--- src/rtl/pulse_burst_gen.sv ---
// pulse_burst_gen: on a start strobe, emits a burst of `count` pulses on
// out_pulse. Each pulse is HIGH_CYCLES wide and is followed by a
// LOW_CYCLES gap, including the last pulse. Progress is reported through
// remaining, busy and a one-cycle done strobe. All outputs are registered.
// Optional feature: define PULSE_BURST_STOP_EN to add the `stop` abort input.
module pulse_burst_gen #(
    parameter int unsigned HIGH_CYCLES = 1,
    parameter int unsigned LOW_CYCLES  = 3
) (
    input  logic       clk,
    input  logic       reset,
    input  logic       start,
    input  logic [3:0] count,
`ifdef PULSE_BURST_STOP_EN
    input  logic       stop,
`endif
    output logic       out_pulse,
    output logic       busy,
    output logic       done,
    output logic [3:0] remaining
);

    typedef enum logic [1:0] {
        IDLE,
        HIGH,
        LOW,
        DONE
    } state_t;

    // Phase counter counts down to zero, so it is loaded with width-1
    localparam logic [7:0] HIGH_LOAD = 8'(HIGH_CYCLES - 1);
    localparam logic [7:0] LOW_LOAD  = 8'(LOW_CYCLES - 1);

    state_t     state;
    logic [7:0] phase;
    logic       stop_req;

    // Abort request; tied off when the stop feature is not built
`ifdef PULSE_BURST_STOP_EN
    always_comb stop_req = stop;
`else
    always_comb stop_req = 1'b0;
`endif

    // Burst sequencer: state, phase/pulse counters and registered outputs
    always_ff @(posedge clk or posedge reset) begin
        if (reset) begin
            state     <= IDLE;
            phase     <= '0;
            out_pulse <= 1'b0;
            busy      <= 1'b0;
            done      <= 1'b0;
            remaining <= '0;
        end else begin
            case (state)
                IDLE: begin
                    done <= 1'b0;
                    // stop has priority over start in the same cycle
                    if (start && !stop_req) begin
                        remaining <= count;
                        if (count != 4'd0) begin
                            phase     <= HIGH_LOAD;
                            out_pulse <= 1'b1;
                            busy      <= 1'b1;
                            state     <= HIGH;
                        end else begin
                            done  <= 1'b1;
                            state <= DONE;
                        end
                    end
                end

                HIGH: begin
                    if (stop_req) begin
                        // remaining stays frozen at its value at the abort
                        out_pulse <= 1'b0;
                        busy      <= 1'b0;
                        done      <= 1'b1;
                        phase     <= '0;
                        state     <= DONE;
                    end else if (phase == 8'd0) begin
                        out_pulse <= 1'b0;
                        if (remaining != 4'd0) begin
                            remaining <= remaining - 4'd1;
                        end
                        phase <= LOW_LOAD;
                        state <= LOW;
                    end else begin
                        phase <= phase - 8'd1;
                    end
                end

                LOW: begin
                    if (stop_req) begin
                        out_pulse <= 1'b0;
                        busy      <= 1'b0;
                        done      <= 1'b1;
                        phase     <= '0;
                        state     <= DONE;
                    end else if (phase == 8'd0) begin
                        if (remaining != 4'd0) begin
                            out_pulse <= 1'b1;
                            phase     <= HIGH_LOAD;
                            state     <= HIGH;
                        end else begin
                            busy  <= 1'b0;
                            done  <= 1'b1;
                            state <= DONE;
                        end
                    end else begin
                        phase <= phase - 8'd1;
                    end
                end

                DONE: begin
                    done  <= 1'b0;
                    state <= IDLE;
                end

                default: begin
                    state     <= IDLE;
                    out_pulse <= 1'b0;
                    busy      <= 1'b0;
                    done      <= 1'b0;
                end
            endcase
        end
    end

endmodule

--- config.mk ---
export PLATFORM = sky130hd
export DESIGN_NAME = pulse_burst_gen
export DESIGN_NICKNAME = d
export VERILOG_FILES = /design/src/rtl/pulse_burst_gen.sv
export SDC_FILE = /design/constraint.sdc
export NUM_CORES = 1
export LEC_CHECK = 0
export CAP_MARGIN = 15
export CORE_MARGIN = 3
export CORE_UTILIZATION = 50
export DETAILED_ROUTE_END_ITERATION = 12
export PLACE_DENSITY = 0.72
export SYNTH_ARGS = -nofsm -noshare
export SYNTH_HDL_FRONTEND = slang
export SYNTH_SLANG_ARGS = --single-unit
--- constraint.sdc ---
create_clock -name clk -period 5.9 [get_ports clk]
set_input_delay 0.59 -clock clk [delete_from_list [all_inputs] [get_ports clk]]
set_output_delay 0.59 -clock clk [all_outputs]
set_load 0.05 [all_outputs]
==> results.yml <==
run_status:
  status: "completed"
worst_setup_path:
  cp_cell_sequence: "inv_1 -> ha_1 -> o21ai_0 -> a21oi_1 -> o311ai_0 -> o211ai_1"
  worstSetupPathType: "flip-flop to flip-flop"
  crit_fanout: 17
  required_ns: 6.12
  critPathTopFamily: "compound AO/OA/AOI/OAI gates"
  worst_setup_path_end_kind: "flip-flop"
  crit_buf_inv: 1
  slowest_stage: "a21oi_1"
  start_kind: "flip-flop"
  cpPeakStageDelay_ns: 0.58
  cp.arrival_ns: 2.59
routing:
  via_count: 1100
  drt-total-wl_um: 2650
  detail_route.iter0.violations: 44
  wire_per_inst_um: 15.1
  dr.pass1.iters: 5
  viasPerCell: 6.29
  drc: 0
  ant_nets: 0
placed_design:
  dp_hpwl_um: 2050
  dp.cells: 171
  port_buffers: 13
  gp_congestion: 0.805
grt:
  grtUsageTotal: 0.213
  grt_max_degree: 18
  globalRouteOverflowTotal: 0
  grt_pass1_wl_um: 4610
  antenna_found_initial: 0
  grt_pass1_vias: 1037
cells_and_area:
  layoutNonFillerInstCount: 175
  final_cell_mix: "inv_1 (17), dfrtp_1 (17), clkdlybuf4s50_1 (13)"
  drive_gt1_frac: 0.0952
  num-nets-final: 163
  area_delta_synth_final_pct: 15.2
  n_fill_cell: 200
  n_antenna_cell: 0
clock_network:
  cts_buffers: 3
  cts_tree: "done"
  clkLatencyLatePin_ns: 0.30
  cts_resized: 0
  cts_buffer_depth: 2
  cts_root_buffer: "clkbuf_4"
  clk_pin_slew_ns: 0.10
  h-tree-depth: 1
  hold_buffers: 0
  post_cts_buffers: 0
  cts.sinks: 17
die:
  die_x_um: 54.7
  start_util: 0.531
  pin_count: 14
  rows: 17
  die_y_um: 54.7
  die-area_mm2: 0.00299
  coreArea_mm2: 0.00223
timing:
  rsz0062_at_grt: "false"
  max_freq_mhz: 422
  relSlewSlack: 0.552
  worst_slew_pin_slew_ns: 0.672
  setup_tns_ns: 0
  worst_clock_skew_ns: 0.00865
  fin_crit_ns: 2.37
  setup_viol: 0
  report.final.slew_viol_count: 0
  fin_crit_sh: 0.402
  hold_violations: 0
synthesis:
  yosys.area.top_type_share: 0.359
  synth.distinct_cells: 40
  syn_area_mm2: 0.00118
  syn-num-nets: 148
  synth-seq-cells: 17
  seq_area_frac_synth: 0.359
  ys_top_cells_by_area: "dfrtp_1 (36%), ha_1 (8.4%), inv_1 (5.4%)"
  syn_inst: 133
  yosysWarnings: 0
  yosysTopAreaCell: "dfrtp_1"
  syn_area_per_cell_um2: 8.91
power_and_ir_drop:
  power_density_mw_per_mm2: 142
  ir_worst_vdd_mv: 0.137
  fin_total_pwr_uw: 193
  power.leakage_uw: 0.000594
hold_path:
  hp-class: "flip-flop to flip-flop"
flow_run:
  cap_violations: 0
[stage by stage]
| step | setup slack (ns) | hold WS, ns | util | instance area [um^2] |
|---|---|---|---|---|
| floorplan | 3.91 | 0.516 | - | 1180 |
| global placement | 3.63 | 0.498 | 0.599 | 1340 |
| detailed placement | 3.57 | 0.508 | 0.599 | 1340 |
| CTS | 3.57 | 0.539 | 0.611 | 1370 |
| global route | 3.27 | 0.555 | 0.611 | 1370 |
| finish | 3.53 | 0.527 | 0.611 | 1370 |
[path summary, 6_finish.rpt]
kind | slack [ns] | start | to | cells past startpoint
setup / recovery | 3.53 | state[1] | phase[3] | 6
hold / removal | 0.53 | out_pulse | out_pulse | 1
setup reg to reg | 3.53 | state[1] | phase[3] | 6
hold reg to reg | 0.53 | out_pulse | out_pulse | 1
max in group asynchronous | 4.82 | reset | phase[0] | 2
min in group asynchronous | 0.66 | reset | busy | 2
[power by group]
part	leakage, uW	internal (uW)	switching (uW)
clock network	0.0000177	25.3	38.6
logic	0.000371	5.04	7.12
registers	0.000205	117	0.260
total	0.000594	147	46.0
[cell type report]
| class | count | area, um^2 | area share |
|---|---|---|---|
| Inverter | 17 | 63.8 | 0.0467 |
| Timing Repair Buffer | 13 | 130 | 0.0953 |
| Multi-Input combinational cell | 96 | 683 | 0.500 |
| Clock inverter | 1 | 5.00 | 0.00367 |
| Tap cell | 28 | 35.0 | 0.0257 |
| Sequential cell | 17 | 425 | 0.312 |
| Clock buffer | 3 | 22.5 | 0.0165 |
[registers in the layout, summed over array words and instances, names as in the netlist]
signal,count
state,2
done,1
out_pulse,1
remaining,4
phase,8
busy,1
[synthesized netlist by cell type, drive strengths merged]
master   n
o311ai   1
a221oi   1
or4bb    1
nand2b   3
nor3b    2
o22ai    1
nor2    11
o31a     1
nor3     5
or3b     1
clkbuf   2
mux2i    2
o22a     2
a22o     2
o31ai    1
dfrtp   17
nand4    4
buf      1
a21oi    7
a211oi   3
o21ai   10
nor4     2
mux2     2
and3     1
o221ai   2
nand3    7
nand4b   1
nand2    5
inv     17
or4      1
o211ai   3
o41ai    1
ha       8
a31oi    4
a221o    1
[routing by layer]
metal | global-route usage | share of wire | routed length, um
met4 | 0.0747 | 0.017 | 44
met3 | 0.0708 | 0.054 | 143
met2 | 0.341 | 0.50 | 1310
met5 | 0 | 0 | 0
met1 | 0.265 | 0.43 | 1150
[logic make-up (layout without fill, tap and decap cells)]
family | after synthesis | count (layout) | synth area share
simple gates | 44 | 44 | 0.216
compound gates | 40 | 40 | 0.240
buf+inv | 20 | 34 | 0.0644
flops | 17 | 17 | 0.359
fa+ha+maj | 8 | 8 | 0.0845
mux | 4 | 4 | 0.0359
Note: power is estimated with default switching activity, not from simulation.
